--- config.mk ---
export PLATFORM = sky130hd
export DESIGN_NAME = volleyball_match_ctrl
export DESIGN_NICKNAME = d
export VERILOG_FILES = /design/src/rtl/volleyball_pkg.sv /design/src/rtl/volleyball_match_ctrl_rise_detect.sv /design/src/rtl/volleyball_match_ctrl.sv
export SDC_FILE = /design/constraint.sdc
export NUM_CORES = 1
export LEC_CHECK = 0
export CAP_MARGIN = 20
export CORE_ASPECT_RATIO = 1.25
export CORE_MARGIN = 10
export CORE_UTILIZATION = 45
export CTS_CLUSTER_SIZE = 12
export DETAILED_ROUTE_END_ITERATION = 7
export PLACE_DENSITY = 0.75
export SYNTH_ARGS = -nofsm -noshare
export SYNTH_HDL_FRONTEND = slang
export SYNTH_SLANG_ARGS = --single-unit
export TNS_END_PERCENT = 20
--- constraint.sdc ---
create_clock -name clk -period 2.1 [get_ports clk]
set_clock_uncertainty 0.15 [all_clocks]
set_input_delay 0.315 -clock clk [delete_from_list [all_inputs] [get_ports clk]]
set_output_delay 0.315 -clock clk [all_outputs]
set_load 0.02 [all_outputs]
--- src/rtl/volleyball_pkg.sv ---
// Shared definitions for the volleyball match controller: FSM encoding,
// counter point-target modes and team identifiers.
package volleyball_pkg;

   typedef enum logic [1:0] {
      PLAY       = 2'd0,
      SET_DONE   = 2'd1,
      CLEAR      = 2'd2,
      MATCH_DONE = 2'd3
   } match_state_t;

   localparam logic MODE_25 = 1'b1;
   localparam logic MODE_15 = 1'b0;

   localparam logic TEAM_A = 1'b0;
   localparam logic TEAM_B = 1'b1;

endpackage

--- src/rtl/volleyball_match_ctrl_rise_detect.sv ---
// 1-bit synchronous rising-edge detector: rise is high for the cycle in
// which d is high and was low on the previous clock.
module rise_detect (
   input  logic clk,
   input  logic rst,
   input  logic d,
   output logic rise
);

   logic prev_reg;

   always_ff @(posedge clk) begin
      if (rst) begin
         prev_reg <= 1'b0;
      end else begin
         prev_reg <= d;
      end
   end

   assign rise = d & ~prev_reg;

endmodule

--- src/rtl/volleyball_match_ctrl.sv ---
// Match controller: tallies sets from the score counters' set-win levels,
// sequences set changes and declares the winner. SET_HISTORY_EN adds a set-winner log.
module volleyball_match_ctrl
   import volleyball_pkg::*;
#(
   parameter int SETS_TO_WIN = 3,
   parameter int SET_W       = 3
) (
   input  logic             clk,
   input  logic             rst,
   input  logic             a_set_win,
   input  logic             b_set_win,
   input  logic             next_set,
   output logic [SET_W-1:0] sets_a,
   output logic [SET_W-1:0] sets_b,
   output logic [SET_W-1:0] set_num,
   output logic             mode,
   output logic             score_clr,
   output logic             set_over,
   output logic             match_over,
   output logic             winner
`ifdef SET_HISTORY_EN
   ,
   output logic [2*SETS_TO_WIN-2:0] set_hist,
   output logic [SET_W-1:0]         hist_len
`endif
);

   localparam logic [SET_W-1:0] ONE    = SET_W'(1);
   localparam logic [SET_W-1:0] TARGET = SET_W'(SETS_TO_WIN);
   localparam logic [SET_W-1:0] TIE    = SET_W'(SETS_TO_WIN - 1);

   match_state_t     state_reg;
   logic [SET_W-1:0] sets_a_reg;
   logic [SET_W-1:0] sets_b_reg;
   logic [SET_W-1:0] set_num_reg;
   logic             mode_reg;
   logic             score_clr_reg;
   logic             set_over_reg;
   logic             match_over_reg;
   logic             winner_reg;

   logic [1:0]       set_win_lvl;
   logic [1:0]       win_edge;
   logic             win_a;
   logic             win_b;
   logic             credit;
   logic [SET_W-1:0] sets_a_next;
   logic [SET_W-1:0] sets_b_next;
   logic             reach_target;

   assign set_win_lvl = {b_set_win, a_set_win};

   generate
      for (genvar gi = 0; gi < 2; gi++) begin : g_edge
         rise_detect u_rise (
            .clk  (clk),
            .rst  (rst),
            .d    (set_win_lvl[gi]),
            .rise (win_edge[gi])
         );
      end
   endgenerate

   assign win_a = win_edge[0];
   assign win_b = win_edge[1];

   // A simultaneous double edge is ambiguous and earns neither team a set.
   assign credit       = (state_reg == PLAY) && (win_a ^ win_b);
   assign sets_a_next  = sets_a_reg + ONE;
   assign sets_b_next  = sets_b_reg + ONE;
   assign reach_target = win_b ? (sets_b_next == TARGET) : (sets_a_next == TARGET);

   always_ff @(posedge clk) begin
      if (rst) begin
         state_reg      <= PLAY;
         sets_a_reg     <= '0;
         sets_b_reg     <= '0;
         set_num_reg    <= ONE;
         mode_reg       <= MODE_25;
         score_clr_reg  <= 1'b0;
         set_over_reg   <= 1'b0;
         match_over_reg <= 1'b0;
         winner_reg     <= TEAM_A;
      end else begin
         case (state_reg)
            PLAY: begin
               if (credit) begin
                  if (win_b) begin
                     sets_b_reg <= sets_b_next;
                     winner_reg <= TEAM_B;
                  end else begin
                     sets_a_reg <= sets_a_next;
                     winner_reg <= TEAM_A;
                  end
                  if (reach_target) begin
                     state_reg      <= MATCH_DONE;
                     match_over_reg <= 1'b1;
                  end else begin
                     state_reg    <= SET_DONE;
                     set_over_reg <= 1'b1;
                  end
               end
            end
            SET_DONE: begin
               if (next_set) begin
                  state_reg     <= CLEAR;
                  score_clr_reg <= 1'b1;
                  set_over_reg  <= 1'b0;
               end
            end
            CLEAR: begin
               // New set number and point target land as score_clr drops.
               state_reg     <= PLAY;
               score_clr_reg <= 1'b0;
               set_num_reg   <= set_num_reg + ONE;
               mode_reg      <= ((sets_a_reg == TIE) && (sets_b_reg == TIE)) ? MODE_15 : MODE_25;
            end
            MATCH_DONE: begin
               state_reg <= MATCH_DONE;
            end
            default: begin
               state_reg <= PLAY;
            end
         endcase
      end
   end

   assign sets_a     = sets_a_reg;
   assign sets_b     = sets_b_reg;
   assign set_num    = set_num_reg;
   assign mode       = mode_reg;
   assign score_clr  = score_clr_reg;
   assign set_over   = set_over_reg;
   assign match_over = match_over_reg;
   assign winner     = winner_reg;

`ifdef SET_HISTORY_EN
   logic [2*SETS_TO_WIN-2:0] set_hist_reg;
   logic [SET_W-1:0]         hist_len_reg;

   always_ff @(posedge clk) begin
      if (rst) begin
         hist_len_reg <= '0;
      end else if (credit) begin
         hist_len_reg <= hist_len_reg + ONE;
      end
   end

   // Each credited set writes its winner into the slot addressed by hist_len.
   generate
      for (genvar gi = 0; gi < 2*SETS_TO_WIN-1; gi++) begin : g_hist
         always_ff @(posedge clk) begin
            if (rst) begin
               set_hist_reg[gi] <= 1'b0;
            end else if (credit && (hist_len_reg == SET_W'(gi))) begin
               set_hist_reg[gi] <= win_b;
            end
         end
      end
   endgenerate

   assign set_hist = set_hist_reg;
   assign hist_len = hist_len_reg;
`endif

endmodule

==> flow_summary.json <==
{
  "cts_tree": "yes",
  "synth_edf_count": 0,
  "clk_root_buffer_cell": "sky130_fd_sc_hd__clkbuf_4",
  "nature_of_the_critical_path_endpoint": "output pin",
  "timing_worst_slew_pin_value_ns": 0.3847,
  "synth_cells": 105,
  "rows": 18,
  "overflow": 0,
  "path_delay_family": "buffers and inverters",
  "critPathRequiredTime_ns": 1.63,
  "synth-seq-area-share_pct": 37.60,
  "rsz0062_at_grt": "no",
  "dieHeight_um": 71.60,
  "count_of_buffers_added_by_post_cts_timing_repair_for_setup": 0,
  "drt_pre_antenna_iters": 4,
  "yosysWarningCount": 0,
  "detailroute.via_count": 800,
  "num-nets-final": 141,
  "setup.worst_path.start_class": "flop",
  "avgViaCountPerCell": 5.517,
  "worst_setup_path_startpoint": "sets_b[0]",
  "final-hold-violation-count": 0,
  "worstSetupPathType": "reg2out",
  "final_cell_area_sq_um": 1196,
  "slowest_delay_ns": 0.65,
  "crit_path_cell_trace": "clkdlybuf4s50_1",
  "boundaryPins": 19,
  "synth_flop_cell": "sky130_fd_sc_hd__dfxtp_1",
  "yosys-top-cells-area": "sky130_fd_sc_hd__dfxtp_1 (38%), sky130_fd_sc_hd__ha_1 (13%), sky130_fd_sc_hd__nor2_1 (5.9%)",
  "synth_compound_gate_area_share_pct": 14.10,
  "cap_violations": 0,
  "grt_antenna_before_repair": 0,
  "f_max_ghz": 0.5359,
  "worst_hold_slack_ns": 0.3066,
  "max_slew_margin_pct": 74.15,
  "globalplace.congestion": 0.9264,
  "portBuffers": 18,
  "synthXorXnorAreaFrac_pct": 7.311,
  "tritoncts.num_buffers": 3,
  "period_share_pct": 88.86,
  "antenna-diode-count": 0,
  "cts.hold.buffers_added": 0,
  "grt_max_degree": 19,
  "arrival_ns": 1.40,
  "setup_viol": 0,
  "clock_net_sink_count": 18,
  "critical_path_peak_fanout": 6,
  "grt_usage_pct": 10.03,
  "clk_pin_slew_worst_paths_ns": 0.10,
  "synth_top_cell_by_area": "sky130_fd_sc_hd__dfxtp_1",
  "cts_buffer_depth": 2,
  "critical_path_buf_inv_count": 1,
  "yosys-mux-area-fraction_pct": 1.044,
  "global_route_wire_length_before_repair_um": 3477,
  "timing.critical_path.slowest_stage_cell": "sky130_fd_sc_hd__clkdlybuf4s50_1",
  "power.leakage_nw": 0.4753,
  "die_area_sq_um": 4387,
  "reg2reg_from": "sets_b[0]",
  "post-route-drc-count": 0,
  "post_synth_fa_ha_maj_area_fraction_pct": 13.05,
  "design.core.area_sq_um": 2004,
  "postSynthNetCount": 120,
  "die_width_um": 61.28,
  "drt.antenna.violating_nets": 0,
  "power.density_cell_area_nw_per_um2": 1124,
  "holdCritStartpoint": "match_over",
  "place_ws_ns": 0.2226,
  "status": "complete, no violations",
  "syn-cell-area_sq_um": 958.4,
  "path_class_of_the_lowest_slack_min_delay_path": "reg2reg",
  "detailedRoute.firstIterationViolations": 17,
  "clkLatencyLatePin_ns": 0.30,
  "combinational_family_with_the_most_area_after_synthesis": "simple AND/OR/NAND/NOR gates",
  "reg2reg_slack_ns": 0.30,
  "first_global_vias": 797,
  "vdd_ir_drop_max_uv": 630.4,
  "syn_avg_cell_area_sq_um": 9.128,
  "post_synth_and_or_nand_nor_area_fraction_pct": 22.19,
  "avgRoutedWirePerCell_um": 13.83,
  "final.setup.worst_slack_ns": 0.2339,
  "ctsHtreeMaxLevel": 1,
  "detailedPlacementHpwl_um": 1546,
  "netlist.area_leader.share_pct": 37.60,
  "drt_wl_total_um": 2006,
  "postPlaceCellArea_sq_um": 1160,
  "fraction_of_layout_instances_using_a_drive_strength_above_1_pct": 10.40,
  "netlist-cell-type-count": 35,
  "area_delta_synth_final_pct": 24.80,
  "cts.repair.resized": 0,
  "starting_utilization_of_the_core_area_pct": 47.82,
  "finalSetupTns_ns": 0,
  "synth-async-reset-ratio_pct": 0,
  "finalWorstPathRequiredPeriod_ns": 1.866,
  "drv_slew": 0,
  "synth-seq-cells": 18
}
-- synth_stat cells (2+ instances only) --
| cell | count |
|---|---|
| sky130_fd_sc_hd__nor2b_1 | 3 |
| sky130_fd_sc_hd__xnor2_1 | 4 |
| sky130_fd_sc_hd__o311ai_1 | 2 |
| sky130_fd_sc_hd__nor4_1 | 2 |
| sky130_fd_sc_hd__dfxtp_1 | 18 |
| sky130_fd_sc_hd__a211oi_1 | 3 |
| sky130_fd_sc_hd__nor2_1 | 15 |
| sky130_fd_sc_hd__nand4_1 | 3 |
| sky130_fd_sc_hd__xor2_1 | 4 |
| sky130_fd_sc_hd__inv_1 | 7 |
| sky130_fd_sc_hd__ha_1 | 10 |
| sky130_fd_sc_hd__a21oi_1 | 4 |
| sky130_fd_sc_hd__nand2b_1 | 2 |
| sky130_fd_sc_hd__and2b_2 | 2 |
| sky130_fd_sc_hd__nand2b_2 | 2 |
| sky130_fd_sc_hd__nand2_1 | 3 |
| sky130_fd_sc_hd__clkbuf_1 | 2 |
| sky130_fd_sc_hd__nor3_1 | 2 |
-- kinds of logic after synthesis --
logic type	after synthesis
and+or+nand+nor	39
AOI/OAI and AO/OA	18
DFF	18
buffers and inverters	11
adders and majority gates	10
xor gates and xnor gates	8
muxes	1
-- metrics by stage --
step	std cells	total power, mW	util, %
after floorplan	105	0.9308	-
after global placement	141	1.125	57.87
after detailed placement	141	1.144	57.87
after CTS	145	1.364	59.68
after global routing	145	1.457	59.68
final	145	1.345	59.68
-- per-layer routing --
metal / track usage, % / share of wire (%)
met1: 11.25 / 39
met2: 16.28 / 50
met3: 2.998 / 7.8
met4: 5.344 / 2.5
met5: 0 / 0
-- final cells by class --
| class | instances | area, sq um |
|---|---|---|
| Fill cell | 191 | 808.3 |
| Multi-Input combinational cell | 76 | 553.0 |
| Sequential cell | 18 | 360.3 |
| Timing Repair Buffer | 20 | 195.2 |
| Clock buffer | 4 | 36.28 |
| Inverter | 7 | 26.28 |
| Tap cell | 20 | 25.02 |
-- power breakdown --
group	switching [mW]	internal, mW	leakage [nW]
sequential	0.0637	0.416	0.147
combinational	0.346	0.306	0.307
clock	0.107	0.106	0.0210
total	0.517	0.828	0.475
-- worst min-delay path: cells and delay by family, from the launching register on --
kind                   cells  cell delay (ns)
flip-flops                 1             0.32
buffers and inverters      1             0.05
AO/OA/AOI/OAI              1             0.05
-- path summary, 6_finish.rpt --
check / end / cells after the start
worst min register to register: match_over / 2
worst max-delay path: sets_b[0] / 1
worst max register to register: match_over / 5
worst min-delay path: match_over / 2
-- placed cells by master, fill, tap and decap left out, types with 3 or more instances in the layout --
master / n
sky130_fd_sc_hd__dfxtp_1: 18
sky130_fd_sc_hd__clkdlybuf4s50_1: 18
sky130_fd_sc_hd__nor2_1: 15
sky130_fd_sc_hd__ha_1: 10
sky130_fd_sc_hd__inv_1: 7
sky130_fd_sc_hd__a21oi_1: 4
sky130_fd_sc_hd__xor2_1: 4
sky130_fd_sc_hd__xnor2_1: 4
sky130_fd_sc_hd__nor2b_1: 3
sky130_fd_sc_hd__nand4_1: 3
sky130_fd_sc_hd__a211oi_1: 3
sky130_fd_sc_hd__nand2_1: 3
sky130_fd_sc_hd__clkbuf_4: 3
Power figures use the tool's default switching activity.
